[config.mk]
export PLATFORM = sky130hd
export DESIGN_NAME = axis_pkt_capture
export DESIGN_NICKNAME = d
export VERILOG_FILES = /design/src/rtl/axis_pkt_capture.sv
export SDC_FILE = /design/constraint.sdc
export NUM_CORES = 1
export LEC_CHECK = 0
export BUFFER_PORTS_ARGS = -buffer_cell sky130_fd_sc_hd__buf_2
export CORE_MARGIN = 8
export CORE_UTILIZATION = 51
export CTS_BUF_LIST = sky130_fd_sc_hd__clkbuf_4 sky130_fd_sc_hd__clkbuf_8 sky130_fd_sc_hd__clkbuf_16
export CTS_CLUSTER_DIAMETER = 50
export DETAILED_ROUTE_END_ITERATION = 8
export GPL_ROUTABILITY_DRIVEN = 0
export HOLD_SLACK_MARGIN = 0.05
export PLACE_DENSITY = 0.76
export SLEW_MARGIN = 5
export SYNTH_ARGS = -nofsm -noshare
export SYNTH_HDL_FRONTEND = slang
export SYNTH_SLANG_ARGS = --single-unit
export TNS_END_PERCENT = 30
[constraint.sdc]
create_clock -name clk -period 6.1 [get_ports clk]
set_input_delay 0.61 -clock clk [delete_from_list [all_inputs] [get_ports clk]]
set_output_delay 0.61 -clock clk [all_outputs]
set_load 0.05 [all_outputs]
[src/rtl/axis_pkt_capture.sv]
// AXI4-Stream packet sink: stores each packet in a circular frame RAM as one header
// frame followed by its data frames, then publishes a committed write pointer.
module axis_pkt_capture #(
    parameter int unsigned DATA_W         = 64,
    parameter int unsigned KEEP_W         = 8,
    parameter int unsigned ADDR_W         = 10,
    parameter int unsigned MAX_PKT_FRAMES = 256
) (
    input  logic              clk,
    input  logic              resetn,
    input  logic              s_axis_rx_tvalid_i,
    input  logic [DATA_W-1:0] s_axis_rx_tdata_i,
    input  logic [KEEP_W-1:0] s_axis_rx_tkeep_i,
    input  logic              s_axis_rx_tlast_i,
    output logic              s_axis_rx_tready_o,
    input  logic [ADDR_W-1:0] rd_ptr_i,
    output logic              ram_en_o,
    output logic [KEEP_W-1:0] ram_wren_o,
    output logic [ADDR_W-1:0] ram_wraddr_o,
    output logic [DATA_W-1:0] ram_wrdata_o,
    output logic [ADDR_W-1:0] wr_ptr_o,
    output logic [31:0]       pkt_cnt_o,
    output logic              drop_o
);

    localparam int unsigned CNT_W  = $clog2(MAX_PKT_FRAMES + 1);
    localparam int unsigned BYTE_W = 16;

    typedef enum logic [2:0] {IDLE, DATA, HDR, COMMIT, DROP} state_t;

    state_t              state_q, state_d;
    logic [CNT_W-1:0]    cnt_q, cnt_d;
    logic [BYTE_W-1:0]   bytes_q, bytes_d;
    logic                ram_en_d;
    logic [KEEP_W-1:0]   ram_wren_d;
    logic [ADDR_W-1:0]   ram_wraddr_d;
    logic [DATA_W-1:0]   ram_wrdata_d;
    logic [ADDR_W-1:0]   wr_ptr_d;
    logic [31:0]         pkt_cnt_d;
    logic                drop_d;
    logic [ADDR_W-1:0]   free_c;
    logic                room_c;
    logic                accept_c;
    logic [DATA_W-1:0]   hdr_c;

    function automatic logic [BYTE_W-1:0] popcount(input logic [KEEP_W-1:0] k);
        logic [BYTE_W-1:0] n;
        n = '0;
        for (int unsigned i = 0; i < KEEP_W; i++) begin
            n = n + BYTE_W'(k[i]);
        end
        return n;
    endfunction

    // One slot is always kept empty so rd_ptr == wr_ptr unambiguously means empty.
    assign free_c = rd_ptr_i - wr_ptr_o - ADDR_W'(1);
    assign room_c = 32'(free_c) >= 32'(MAX_PKT_FRAMES);

    assign s_axis_rx_tready_o = resetn &
                                ((state_q == DATA) || (state_q == DROP) ||
                                 ((state_q == IDLE) && room_c));
    assign accept_c = s_axis_rx_tvalid_i & s_axis_rx_tready_o;

    always_comb begin
        hdr_c        = '0;
        hdr_c[15:0]  = 16'(cnt_q) + 16'd1;
        hdr_c[31:16] = bytes_q;
    end

    // Next-state and registered-output logic.
    always_comb begin
        state_d      = state_q;
        cnt_d        = cnt_q;
        bytes_d      = bytes_q;
        ram_en_d     = 1'b0;
        ram_wren_d   = ram_wren_o;
        ram_wraddr_d = ram_wraddr_o;
        ram_wrdata_d = ram_wrdata_o;
        wr_ptr_d     = wr_ptr_o;
        pkt_cnt_d    = pkt_cnt_o;
        drop_d       = 1'b0;

        unique case (state_q)
            IDLE: begin
                if (accept_c) begin
                    ram_en_d     = 1'b1;
                    ram_wren_d   = s_axis_rx_tkeep_i;
                    ram_wraddr_d = wr_ptr_o + ADDR_W'(1);
                    ram_wrdata_d = s_axis_rx_tdata_i;
                    cnt_d        = CNT_W'(1);
                    bytes_d      = popcount(s_axis_rx_tkeep_i);
                    state_d      = s_axis_rx_tlast_i ? HDR : DATA;
                end
            end
            DATA: begin
                if (accept_c) begin
                    if (cnt_q == CNT_W'(MAX_PKT_FRAMES - 1)) begin
                        // No room left for this beat inside the packet budget.
                        if (s_axis_rx_tlast_i) begin
                            drop_d  = 1'b1;
                            state_d = IDLE;
                        end else begin
                            state_d = DROP;
                        end
                    end else begin
                        ram_en_d     = 1'b1;
                        ram_wren_d   = s_axis_rx_tkeep_i;
                        ram_wraddr_d = wr_ptr_o + ADDR_W'(1) + ADDR_W'(cnt_q);
                        ram_wrdata_d = s_axis_rx_tdata_i;
                        cnt_d        = cnt_q + CNT_W'(1);
                        bytes_d      = bytes_q + popcount(s_axis_rx_tkeep_i);
                        state_d      = s_axis_rx_tlast_i ? HDR : DATA;
                    end
                end
            end
            HDR: begin
                ram_en_d     = 1'b1;
                ram_wren_d   = '1;
                ram_wraddr_d = wr_ptr_o;
                ram_wrdata_d = hdr_c;
                state_d      = COMMIT;
            end
            COMMIT: begin
                wr_ptr_d  = wr_ptr_o + ADDR_W'(cnt_q) + ADDR_W'(1);
                pkt_cnt_d = pkt_cnt_o + 32'd1;
                state_d   = IDLE;
            end
            DROP: begin
                if (accept_c && s_axis_rx_tlast_i) begin
                    drop_d  = 1'b1;
                    state_d = IDLE;
                end
            end
            default: state_d = IDLE;
        endcase
    end

    always_ff @(posedge clk or negedge resetn) begin
        if (!resetn) begin
            state_q      <= IDLE;
            cnt_q        <= '0;
            bytes_q      <= '0;
            ram_en_o     <= 1'b0;
            ram_wren_o   <= '0;
            ram_wraddr_o <= '0;
            ram_wrdata_o <= '0;
            wr_ptr_o     <= '0;
            pkt_cnt_o    <= '0;
            drop_o       <= 1'b0;
        end else begin
            state_q      <= state_d;
            cnt_q        <= cnt_d;
            bytes_q      <= bytes_d;
            ram_en_o     <= ram_en_d;
            ram_wren_o   <= ram_wren_d;
            ram_wraddr_o <= ram_wraddr_d;
            ram_wrdata_o <= ram_wrdata_d;
            wr_ptr_o     <= wr_ptr_d;
            pkt_cnt_o    <= pkt_cnt_d;
            drop_o       <= drop_d;
        end
    end

endmodule

==> metrics.yaml <==
route:
  route.detailed.drc: 0
  drt-vias-per-instance: 5.45
  first_pass_iters: 5
  initialDrtViolationCount: 502
  wl_um: 22200
  vias: 7121
  drtAntennaViolNets: 0
  wl_per_cell_um: 17.0
floorplanning:
  num_rows: 46
  start_util_pct: 51.7
  io_pins: 213
  die_w_um: 142
  core_area_um2: 15700
  die_h_um: 142
  die_area_um2: 20200
synthesis:
  ys_seq_area_share_pct: 47.5
  synth_commonest_cells: "dfrtp_1, nand2_1, nor2_1"
  synth_edf_count: 0
  synth.most_common_cell: "dfrtp_1"
  synthCells: 884
  syn_nets: 1014
  syn_area_per_cell_um2: 9.18
  netlist.area_leader.share_pct: 47.5
  synth_top_cell_by_area: "dfrtp_1"
  ys_warn_count: 0
  ys_ff_latch: 154
  synthFlopType: "dfrtp_1"
  synth_area_leaders: "dfrtp_1, nand2_1, ha_1"
  ys_types: 57
  syn_area_um2: 8120
  ys_async_sr_fraction_pct: 100
job:
  max_cap_violations: 0
cells_and_area:
  area_growth_pct: 22.2
  drive_above_1_share_pct: 23.6
  num-fill-cells: 1351
  utilization_pct: 63.1
  fin_cells: 1307
  n_antenna_cell: 0
  final_nets: 1208
critical_path:
  crit_path_cell_trace: "buf_2 -> inv_1 -> fa_1 -> fa_1 -> fa_1 -> inv_1 -> ha_1 -> inv_1 -> fa_1 -> inv_1 -> ha_1 -> a21o_1 -> a21oi_1 -> o21bai_1 -> nand4_1 -> or4_1 -> nand2_1"
  end_kind: "register"
  cp_top_family: "adder cells"
  crit_arrival_ns: 4.63
  cp-start-kind: "input port"
  critical_path.max_fanout: 7
  cp_slowest_cell: "fa_1"
  cp_num_buf_inv: 5
  required_ns: 6.46
  critPathKind: "input port to register"
  cpPeakStageDelay_ns: 0.55
cts:
  post_cts_buffers: 0
  root_buffer: "clkbuf_16"
  cts_tree: "yes"
  cts.htree.levels: 4
  cts-resized-gates: 0
  clk_pin_slew_worst_paths_ns: 0.06
  clk_path_buf_depth: 2
  cts.sinks: 154
  numCtsBuffers: 17
  insertion_delay_ns: 0.42
  hold_buffers: 0
placement:
  hpwl_um: 15900
  numPlacedInstances: 1275
  port_buffers: 212
  place_ws_ns: 1.37
timing:
  slew_viol_final: 0
  timing.fmax_ghz: 0.234
  clock_skew_ns: 0.00952
  finalCriticalPeriod_ns: 4.27
  tightest_slew_ns: 1.02
  setup_viol: 0
  finalHoldViolCount: 0
  maxSlewHeadroom_pct: 32.2
  tns_ns: 0
  rsz0062_at_grt: "false"
  setup_slack_ns: 1.83
  period_share_pct: 70.0
grt:
  track_usage_pct: 21.7
  grt_pass1_vias: 6903
  antenna_found_initial: 1
  grt_overflow: 0
  grt_max_degree: 94
  grt_pass1_wl_um: 35000
power_and_ir_drop:
  intPower_w: 0.00260
  power.leakage_nw: 4.99
  p_switching_w: 0.00260
  p_clk_share_pct: 20.0
  p_per_area_nw_per_um2: 524
  combPwrFrac_pct: 49.5
  ir_drop_mv: 0.423
  p_sw_share_pct: 50.0
  finalPower_w: 0.00520
  seqPwrFrac_pct: 30.5
run_status:
  outcome: "finished, final reports clean"
min_path:
  min_path_type: "input port to async pin"
sequential cells by signal, indices dropped and copies added (netlist names):
register / flops
ram_wraddr_o: 10
state_q: 3
pkt_cnt_o: 32
drop_o: 1
ram_wrdata_o: 64
ram_wren_o: 8
wr_ptr_o: 10
bytes_q: 16
cnt_q: 9
ram_en_o: 1
worst paths after layout:
kind | to | slack [ns] | from | depth (start not counted)
hold reg to reg | pkt_cnt_o[31]$_DFFE_PN0N_ | 0.46 | pkt_cnt_o[31]$_DFFE_PN0N_ | 1
max in group asynchronous | ram_wrdata_o[24]$_DFFE_PN0P_ | 4.42 | resetn | 2
setup reg to reg | bytes_q[7]$_DFFE_PN0P_ | 2.39 | cnt_q[0]$_DFFE_PN0P_ | 11
min in group clk | ram_wrdata_o[59]$_DFFE_PN0P_ | 0.37 | s_axis_rx_tdata_i[59] | 3
setup / recovery | bytes_q[15]$_DFFE_PN0P_ | 1.83 | s_axis_rx_tkeep_i[0] | 17
hold / removal | ram_wrdata_o[6]$_DFFE_PN0P_ | 0.19 | resetn | 1
logic make-up after synthesis:
| group | count (synthesis) | share of synthesized area (%) |
|---|---|---|
| flip-flops | 154 | 47.5 |
| XOR/XNOR | 64 | 7.08 |
| AO/OA/AOI/OAI | 172 | 13.0 |
| buffers and inverters | 88 | 4.32 |
| multiplexers | 2 | 0.262 |
| AND/OR/NAND/NOR | 360 | 20.4 |
| adder cells (fa/ha/maj) | 44 | 7.43 |
routing by layer:
| layer | vias up | wire length (um) | track usage, % | part of all wire [%] |
|---|---|---|---|---|
| li1 | 3454 | - | - | - |
| met3 | 37 | 2080 | 7.08 | 9.4 |
| met5 | - | 10 | 0 | 0.045 |
| met4 | 2 | 451 | 7.86 | 2.0 |
| met1 | 3348 | 9550 | 27.5 | 43 |
| met2 | 280 | 10100 | 34.1 | 45 |
cell type report:
cell class                      instances  area (um^2)  share of cell area, %
Clock buffer                           19          447                   4.50
Clock inverter                         13          139                   1.40
Inverter                               45          169                   1.70
Multi-Input combinational cell        642         3930                   39.6
Sequential cell                       154         3850                   38.9
Tap cell                              216          270                   2.73
Timing Repair Buffer                  218         1110                   11.2
power by group through the flow:
stage          clock network (W)  logic, W  registers [W]
6_report                 0.00104   0.00257        0.00159
5_1_grt                  0.00110   0.00277        0.00163
4_1_cts                  0.00106   0.00259        0.00159
3_5_place_dp                   0   0.00259        0.00159
3_3_place_gp                   0   0.00254        0.00159
2_1_floorplan                  0  0.000991        0.00251
stage by stage:
step / hold slack, ns / instance area (um^2)
global route: 0.254 / 9920
floorplan: 0.314 / 8120
finish: 0.188 / 9920
CTS: 0.228 / 9920
detailed placement: 0.457 / 9330
global placement: 0.455 / 9330
placed cells by master, fill, tap and decap left out, types with 6 or more instances in the layout:
cell / instances
nor3_1: 10
fa_1: 7
and3_1: 15
o22ai_1: 26
o211ai_1: 7
or3_1: 10
o31ai_1: 6
buf_4: 6
ha_1: 37
xnor2_1: 46
buf_2: 211
clkbuf_16: 17
nand3_1: 64
nor2_1: 72
xor2_1: 17
a21oi_1: 42
a31oi_1: 8
nand4_1: 14
o21ai_0: 27
nand2_1: 139
o21ai_1: 21
dfrtp_1: 154
nor2b_1: 10
inv_1: 44
Note: power is estimated with default switching activity, not from simulation.
